==> src/rtl/wb_buffer_if.sv <==
// Writeback buffer bus: two result lanes in, register-file write port and
// two forwarding lookups out.
interface wb_buffer_if;
  logic        v0;
  logic [4:0]  rd0;
  logic [31:0] d0;
  logic        v1;
  logic [4:0]  rd1;
  logic [31:0] d1;
  logic        stall;
  logic        we;
  logic [4:0]  rw;
  logic [31:0] inW;
  logic [4:0]  ra;
  logic [4:0]  rb;
  logic        fwdA_hit;
  logic [31:0] fwdA_data;
  logic        fwdB_hit;
  logic [31:0] fwdB_data;
  logic        ovf;

  // Upstream pipeline / register-file side
  modport master (
    output v0, rd0, d0, v1, rd1, d1, ra, rb,
    input  stall, we, rw, inW, fwdA_hit, fwdA_data, fwdB_hit, fwdB_data, ovf
  );

  // Buffer side
  modport slave (
    input  v0, rd0, d0, v1, rd1, d1, ra, rb,
    output stall, we, rw, inW, fwdA_hit, fwdA_data, fwdB_hit, fwdB_data, ovf
  );
endinterface

==> src/rtl/wb_buffer.sv <==
// Dual-lane writeback buffer: in-order FIFO of pending register writes that
// drains one entry per cycle into the register file and forwards the
// youngest pending value for two read addresses.
module wb_buffer #(
  parameter int unsigned DEPTH = 4
) (
  input logic        clk,
  input logic        rst,
  wb_buffer_if.slave bus
);
  localparam int unsigned AW = $clog2(DEPTH);
  localparam int unsigned CW = AW + 1;

  logic [4:0]    mem_rd [DEPTH];
  logic [31:0]   mem_d  [DEPTH];
  logic [AW-1:0] head;
  logic [AW-1:0] tail;
  logic [CW-1:0] count;
  logic          ovf_q;

  logic push0;
  logic push1;
  logic pop;
  logic stall_c;

  // Stall depends on registered occupancy only; pushes are all-or-nothing
  assign stall_c = (CW'(DEPTH) - count) < CW'(2);
  assign push0   = bus.v0 && (bus.rd0 != 5'd0) && !stall_c;
  assign push1   = bus.v1 && (bus.rd1 != 5'd0) && !stall_c;
  assign pop     = (count != '0);

  assign bus.stall = stall_c;
  assign bus.we    = pop;
  assign bus.rw    = mem_rd[head];
  assign bus.inW   = mem_d[head];
  assign bus.ovf   = ovf_q;

  // Youngest stored entry matching addr; register 0 never matches
  function automatic logic [32:0] lookup(input logic [4:0] addr);
    logic [32:0]   r;
    logic [AW-1:0] idx;
    r = '0;
    for (int unsigned age = 0; age < DEPTH; age++) begin
      idx = head + AW'(age);
      if ((CW'(age) < count) && (mem_rd[idx] == addr) && (addr != 5'd0))
        r = {1'b1, mem_d[idx]};
    end
    return r;
  endfunction

  // Forwarding lookups over stored entries, including the head being written
  always_comb begin
    {bus.fwdA_hit, bus.fwdA_data} = lookup(bus.ra);
    {bus.fwdB_hit, bus.fwdB_data} = lookup(bus.rb);
  end

  // Pointer, occupancy and sticky overflow state
  always_ff @(posedge clk or posedge rst) begin
    if (rst) begin
      head  <= '0;
      tail  <= '0;
      count <= '0;
      ovf_q <= 1'b0;
    end else begin
      head  <= head + AW'(pop);
      tail  <= tail + AW'(push0) + AW'(push1);
      count <= count + CW'(push0) + CW'(push1) - CW'(pop);
      if (stall_c && (bus.v0 || bus.v1))
        ovf_q <= 1'b1;
    end
  end

  // Entry storage; lane 0 takes the lower slot when both lanes push
  always_ff @(posedge clk) begin
    if (push0) begin
      mem_rd[tail] <= bus.rd0;
      mem_d[tail]  <= bus.d0;
    end
    if (push1) begin
      mem_rd[AW'(tail + AW'(push0))] <= bus.rd1;
      mem_d[AW'(tail + AW'(push0))]  <= bus.d1;
    end
  end
endmodule

==> src/flat_wrapper.sv <==
// flat-port wrapper written by rule: the top's interface ports become plain ports
module wb_buffer_flat 
#(
  parameter int unsigned DEPTH = 4
)
  (clk, rst, bus_v0, bus_rd0, bus_d0, bus_v1, bus_rd1, bus_d1, bus_ra, bus_rb, bus_stall, bus_we, bus_rw, bus_inW, bus_fwdA_hit, bus_fwdA_data, bus_fwdB_hit, bus_fwdB_data, bus_ovf);
  wb_buffer_if bus_i ();
  input logic clk;
  input logic rst;
  input wire logic [$bits(bus_i.v0)-1:0] bus_v0;
  input wire logic [$bits(bus_i.rd0)-1:0] bus_rd0;
  input wire logic [$bits(bus_i.d0)-1:0] bus_d0;
  input wire logic [$bits(bus_i.v1)-1:0] bus_v1;
  input wire logic [$bits(bus_i.rd1)-1:0] bus_rd1;
  input wire logic [$bits(bus_i.d1)-1:0] bus_d1;
  input wire logic [$bits(bus_i.ra)-1:0] bus_ra;
  input wire logic [$bits(bus_i.rb)-1:0] bus_rb;
  output wire logic [$bits(bus_i.stall)-1:0] bus_stall;
  output wire logic [$bits(bus_i.we)-1:0] bus_we;
  output wire logic [$bits(bus_i.rw)-1:0] bus_rw;
  output wire logic [$bits(bus_i.inW)-1:0] bus_inW;
  output wire logic [$bits(bus_i.fwdA_hit)-1:0] bus_fwdA_hit;
  output wire logic [$bits(bus_i.fwdA_data)-1:0] bus_fwdA_data;
  output wire logic [$bits(bus_i.fwdB_hit)-1:0] bus_fwdB_hit;
  output wire logic [$bits(bus_i.fwdB_data)-1:0] bus_fwdB_data;
  output wire logic [$bits(bus_i.ovf)-1:0] bus_ovf;
  assign bus_i.v0 = bus_v0;
  assign bus_i.rd0 = bus_rd0;
  assign bus_i.d0 = bus_d0;
  assign bus_i.v1 = bus_v1;
  assign bus_i.rd1 = bus_rd1;
  assign bus_i.d1 = bus_d1;
  assign bus_i.ra = bus_ra;
  assign bus_i.rb = bus_rb;
  assign bus_stall = bus_i.stall;
  assign bus_we = bus_i.we;
  assign bus_rw = bus_i.rw;
  assign bus_inW = bus_i.inW;
  assign bus_fwdA_hit = bus_i.fwdA_hit;
  assign bus_fwdA_data = bus_i.fwdA_data;
  assign bus_fwdB_hit = bus_i.fwdB_hit;
  assign bus_fwdB_data = bus_i.fwdB_data;
  assign bus_ovf = bus_i.ovf;
  wb_buffer #(.DEPTH(DEPTH)) u_core (.clk(clk), .rst(rst), .bus(bus_i));
endmodule
==> config.mk <==
export PLATFORM = sky130hd
export DESIGN_NAME = wb_buffer_flat
export DESIGN_NICKNAME = d
export VERILOG_FILES = /design/src/rtl/wb_buffer_if.sv /design/src/rtl/wb_buffer.sv /design/src/flat_wrapper.sv
export SDC_FILE = /design/constraint.sdc
export NUM_CORES = 1
export LEC_CHECK = 0
export BUFFER_PORTS_ARGS = -buffer_cell sky130_fd_sc_hd__buf_2
export CORE_ASPECT_RATIO = 1.5
export CORE_UTILIZATION = 30
export CTS_BUF_LIST = sky130_fd_sc_hd__clkbuf_8
export DETAILED_ROUTE_END_ITERATION = 10
export PLACE_DENSITY_LB_ADDON = 0.2
export SYNTH_ARGS = -nofsm -noshare
export SYNTH_HDL_FRONTEND = slang
export SYNTH_SLANG_ARGS = --single-unit
==> constraint.sdc <==
create_clock -name clk -period 5.1 [get_ports clk]
set_input_delay 0.51 -clock clk [delete_from_list [all_inputs] [get_ports clk]]
set_output_delay 0.51 -clock clk [all_outputs]
set_load 0.005 [all_outputs]
==> flow_summary.toml, run 1 <==
[grt]
antenna_found_initial = 5
largest_net_degree_at_the_start_of_global_routing = 118
grt_pass1_wl_mm = 76.8
grt.total_usage_pct = 20.6
grt_overflow_total = 0
grt_pass1_vias = 12700

[detailed_routing]
wl_met2_mm = 26.3
antenna_left = 0
route.final.wire_length_mm = 51.6
top_layer_used = "met5"
detail_route.drc_violations = 0
drt_iter0_markers = 971
post_drt_wl_per_cell_um = 22.4
route.vias.total = 12900
detail_route.first_pass.iterations = 6
met3_wirelength_mm = 2.85
m1_wire_length_mm = 20.7
post_drt_via_cell_ratio = 5.60

[die]
core-area_um2 = 47900
die_area_um2 = 49800
floorplan.die.height_um = 273
rows = 98
initial_cell_density_of_the_core_pct = 30.6
io-pin-count = 194
x_dimension_of_the_die_um = 183

[timing]
hold_ws_ns = 0.235
clock-skew-final_ns = 0.0141
rsz_0062_raised_after_global_routing = "no"
slew_violations = 0
worst_pin_slew_ns = 1.20
final.period_utilization_pct = 96.3
rel_slew_slack_pct = 19.6
hold_viol = 0
setup_viol_count_final = 0
fmax_mhz = 204
setup_total_negative_slack_ns = 0
final.min_clock_period_ns = 4.91

[layout]
layout.cells.most_common_list = "mux2_2 (210), buf_2 (193), nor2_1 (169)"
fin_cells = 2302
final_area_um2 = 16500
relative_area_change_from_synthesis_to_final_layout_pct = 12.6
filler_cell_count = 4898
layout.cells.most_common = "mux2_2"
proportion_of_layout_cells_with_a_drive_suffix_above_1_pct = 32.2
final_net_count = 1735

[logic_synthesis]
post_synthesis_instance_area_um2 = 14700
ys_seq_elements = 156
synth-async-reset-ratio_pct = 5.13
ys_seq_area_share_pct = 31.7
synth_cells = 1548
postSynthAreaPerCell_um2 = 9.48
synth_largest_type_area_fraction_pct = 30.3
yosysUniqueCellTypes = 50
synth_edf_count = 148
yosysWarningCount = 0
synth_largest_area_cell = "edfxtp_1"
mappedNetlistNets = 1646
post_synth_main_area_contributors = "edfxtp_1 (30%), mux2_2 (16%), mux2i_1 (10%)"
ys.flop_type = "edfxtp_1"

[setup_path]
timing.critical_path.from = "u_core.head[1]"
critical_path.max_fanout = 117
cp.required_ns = 4.59
setup.worst_path.class = "flip-flop to output port"
regToRegStartpoint = "u_core.count[0]"
crit_arrival_ns = 4.40
timing.critical_path.from_type = "flip-flop"
cp-end-kind = "output port"

[outcome]
run_status = "complete, no violations"

[clock_tree]
clock_latency_ns = 0.53
cts.htree.levels = 4
number_of_clock_sinks = 156
cts.repair_timing.setup_buffer_count = 0
cts_buffers = 17
cts_buffer_depth = 2
clk_pin_slew_ns = 0.10
clockRootBuffer = "clkbuf_8"
tritoncts_clock_tree = "built"

[pwr]
vdd.ir_drop.worst_mv = 1.14
power.static_leakage_nw = 6.13
cellPowerDensity_nw_per_um2 = 732
totalPowerFinal_mw = 12.1

[worst_hold_path]
worst_hold_path_type = "primary input to flip-flop"
worst_hold_start = "bus_v1"

[place]
gp_routability_congestion = 0.888
place_area_um2 = 16100
dp.final_hpwl_mm = 33.9
dp.cells = 2267
numPortBuffers = 193

[job]
max-cap-violations = 0
## worst max-delay path: stages (launching register included)
cell       delay (ns)
dfrtp_4          0.73
mux4_2           0.60
xnor2_1          0.20
nand4_1          0.12
nor4b_2          0.31
bufbuf_16        0.59
mux2i_1          0.26
mux2i_1          0.09
o31ai_1          0.56
buf_2            0.23
## registers in the layout (all words and copies together), names as in the netlist
name            count
u_core.bus.ovf      1
u_core.count        3
u_core.head         2
u_core.mem_d      128
u_core.mem_rd      20
u_core.tail         2
## routing by layer
metal / global-route usage, % / vias up
met1: 24.6 / 6348
met2: 36.2 / 444
li1: - / 6001
met4: 9.00 / 6
met5: 0 / -
met3: 3.41 / 94
## layout make-up
type / count / area, um2 / share of cell area [%]
flip-flops and latches: 156 / 4650 / 28.2
repair buffers: 219 / 1250 / 7.54
well taps: 650 / 813 / 4.92
inverters: 42 / 159 / 0.962
clock buffers: 17 / 234 / 1.42
clock inverters: 15 / 124 / 0.750
multi-input cells: 1201 / 9290 / 56.2
diodes: 2 / 5.00 / 0.0303
## Yosys cell counts (22+ instances only)
cell and instances:
mux2_2 210, nor2_1 171, mux2i_1 150, edfxtp_1 148, nand2_1 145, o21ai_0 92, clkbuf_1 84, o31ai_1 70
inv_1 42, a21oi_1 40, buf_2 40, xnor2_1 36, a221oi_1 31, a22oi_1 31, nor2b_1 30, or3_1 29
o2111ai_1 28, mux4_2 24, o221a_2 22
## report_power, final
part | internal, mW | total, mW | switching, mW
registers | 2.32 | 2.98 | 0.657
logic | 3.35 | 8.19 | 4.85
clock network | 0.350 | 0.924 | 0.575
## worst paths after layout
path | endpoint | slack (ns) | depth (start not counted)
worst max-delay path | bus_fwdB_data[4] | 0.19 | 9
worst min-delay path | u_core.bus.ovf | 0.24 | 3
worst max register to register | u_core.mem_d[2][19] | 1.73 | 10
worst min register to register | u_core.bus.ovf | 0.48 | 1
max in group asynchronous | u_core.head[1] | 4.30 | 3
min in group asynchronous | u_core.bus.ovf | 0.50 | 3
## cells by family (layout without fill, tap and decap cells)
kind of cell,Yosys count,in the layout,share of synthesized area [%]
mux,384,384,30.0
simple gates,413,413,12.3
buf+inv,191,293,5.61
fa+ha+maj,10,10,0.955
compound gates,350,350,16.8
flops,156,156,31.7
xor+xnor,44,44,2.63
other cells,0,2,0
## through the flow
| stage | worst slack, ns | utilization [%] |
|---|---|---|
| after floorplan | 0.990 | - |
| after global placement | 0.798 | 33.6 |
| after detailed placement | 0.768 | 33.6 |
| after CTS | 0.153 | 34.4 |
| after global routing | 0.00156 | 34.5 |
| final | 0.187 | 34.5 |
## repair_timing
item,in CTS,in global routing
resized for setup,0,4
endpoints found under the setup margin,0,4
endpoints found under the hold margin,8,0
hold buffers,1,0
(Power assumes the default switching activity.)
==> run 2, diff against run 1 <==
--- a/config.mk
+++ b/config.mk
@@ -10,7 +10,8 @@
 export CORE_UTILIZATION = 30
 export CTS_BUF_LIST = sky130_fd_sc_hd__clkbuf_8
 export DETAILED_ROUTE_END_ITERATION = 10
-export PLACE_DENSITY_LB_ADDON = 0.2
+export PLACE_DENSITY_LB_ADDON = 0.05
 export SYNTH_ARGS = -nofsm -noshare
 export SYNTH_HDL_FRONTEND = slang
 export SYNTH_SLANG_ARGS = --single-unit
+export TNS_END_PERCENT = 100
==> flow_summary.toml, run 2 (synthesis gave the netlist of run 1 again) <==
[pwr]
p_int_mw = 6.25
power.static_leakage_nw = 6.25
cellPowerDensity_nw_per_um2 = 743
switching_power_mw = 6.19
comb_power_share_pct = 67.5
power.clock.fraction_pct = 8.4
p_seq_share_pct = 24.1
vdd.ir_drop.worst_mv = 0.340
p_sw_share_pct = 49.8

[layout]
proportion_of_layout_cells_with_a_drive_suffix_above_1_pct = 32.9
layout.cells.most_common_list = "mux2_2 (210), buf_2 (193), nor2_1 (169)"
relative_area_change_from_synthesis_to_final_layout_pct = 14.2
final_net_count = 1756
fin_cells = 2322
layout.cells.most_common = "mux2_2"
utilization_after_layout_pct = 34.9
top_regs = "u_core.mem_d x128, u_core.mem_rd x20, u_core.count x3"
most_flop_heavy_register = "u_core.mem_d"
largest_reg_flops = 128

[timing]
slew_violations = 0
fmax_mhz = 208
final.period_utilization_pct = 94.1
hold_ws_ns = 0.272
worst_pin_slew_ns = 0.983
clock-skew-final_ns = 0.0251
final.min_clock_period_ns = 4.80
hold_viol = 0
post-route-worst-setup-slack_ns = 0.300
rel_slew_slack_pct = 34.5
setup_total_negative_slack_ns = 0
rsz_0062_raised_after_global_routing = "no"
setup_viol_count_final = 0

[setup_path]
critical_path.max_fanout = 53
flop_to_flop_setup_slack_ns = 1.61
critPathSlowestCell = "dfrtp_4"
timing.critical_path.cells = "mux4_2, xnor2_1, nand4_1, nor4b_2, buf_12, buf_4, mux2i_1, mux2i_1, o31ai_1, buf_2"
cp-end-kind = "output port"
timing.critical_path.from_type = "flip-flop"
crit_arrival_ns = 4.29
cp_slowest_stage_delay_ns = 0.82
cp.required_ns = 4.59
setup.worst_path.class = "flip-flop to output port"
critical_path.most_common_cell = "mux2i_1"

[clock_tree]
cts.repair_timing.setup_buffer_count = 0
tritoncts_clock_tree = "built"
clockRootBuffer = "clkbuf_8"
clk_pin_slew_ns = 0.10
cts.htree.levels = 4
cts_buffer_depth = 2
clock_latency_ns = 0.51
cts_buffers = 17
number_of_clock_sinks = 156

[grt]
largest_net_degree_at_the_start_of_global_routing = 98
grt_pass1_vias = 12800
grt_overflow_total = 0
grt.total_usage_pct = 22.2
antenna_found_initial = 2
grt_pass1_wl_mm = 82.0

[job]
max-cap-violations = 0

[worst_hold_path]
worst_hold_path_type = "primary input to flip-flop"

[die]
io-pin-count = 194
initial_cell_density_of_the_core_pct = 30.6
rows = 98
die_area_um2 = 49800
x_dimension_of_the_die_um = 183
floorplan.die.height_um = 273
core-area_um2 = 47900

[place]
numPortBuffers = 193
gp_routability_congestion = 0.835
dpl_worst_slack_ns = 0.784
dp.cells = 2288
dp.final_hpwl_mm = 37.3

[detailed_routing]
detail_route.first_pass.iterations = 5
antenna_left = 0
drt_iter0_markers = 753
post_drt_via_cell_ratio = 5.56
detail_route.drc_violations = 0
post_drt_wl_per_cell_um = 23.8
route.vias.total = 12900
route.final.wire_length_mm = 55.3

[outcome]
run_status = "complete, no violations"
==> run 2: changes by cell type in the layout (fill, tap and decap cells not counted), moves of 3 or more <==
| cell | delta |
|---|---|
| buf_12 | +4 |
| buf_4 | +20 |
| bufinv_16 | +3 |
| inv_6 | -6 |
==> run 2: through the flow <==
stage,area (um2),power (mW)
after detailed placement,16300,11.5
after global routing,16700,13.4
final,16700,12.4
after floorplan,14700,8.46
after global placement,16300,11.5
after CTS,16700,12.6
==> run 2: worst max-delay path: cells and delay by family (launching register included) <==
family	cells	cell delay (ns)
AOI/OAI and AO/OA	1	0.31
xor gates and xnor gates	1	0.17
buffers and inverters	3	0.79
DFF	1	0.82
muxes	3	0.92
and+or+nand+nor	2	0.74
==> run 2: power by group through the flow <==
stage	sequential, mW	combinational (mW)	clock [mW]
global route	3.10	9.19	1.10
detailed placement	3.03	8.51	0
global placement	3.01	8.48	0
CTS	2.99	8.53	1.07
floorplan	2.70	5.76	0
finish	3.00	8.40	1.04
==> run 2: layout make-up <==
type                       instances  area [um2]
inverter                          42         159
timing repair buffer             240        1420
fill                            5011       31200
sequential                       156        4650
clock buffer                      17         234
clock inverter                    15         173
antenna                            1        2.50
tap                              650         813
multi-input combinational       1201        9290
==> run 2: what timing repair did <==
action | 4_1_cts | 5_1_grt
hold buffers | 1 | 0
endpoints found under the hold margin | 8 | 0
resized for setup | 0 | 0
endpoints found under the setup margin | 0 | 0
==> run 2: final timing paths <==
path	start	to	cells past startpoint
worst min-delay path	bus_v1	u_core.bus.ovf	3
max in group asynchronous	rst	u_core.head[0]	3
worst min register to register	u_core.bus.ovf	u_core.bus.ovf	1
worst max register to register	u_core.count[1]	u_core.mem_d[0][13]	10
min in group asynchronous	rst	u_core.count[1]	3
worst max-delay path	u_core.head[1]	bus_fwdB_data[5]	10
==> run 2: layer usage <==
metal | GRT usage [%] | share of wire [%] | up-vias
met2 | 40.7 | 52 | 359
met1 | 26.3 | 41 | 6415
li1 | - | - | 6049
met4 | 8.29 | 3.0 | 2
met3 | 2.48 | 3.4 | 86
met5 | 0 | 0.023 | -
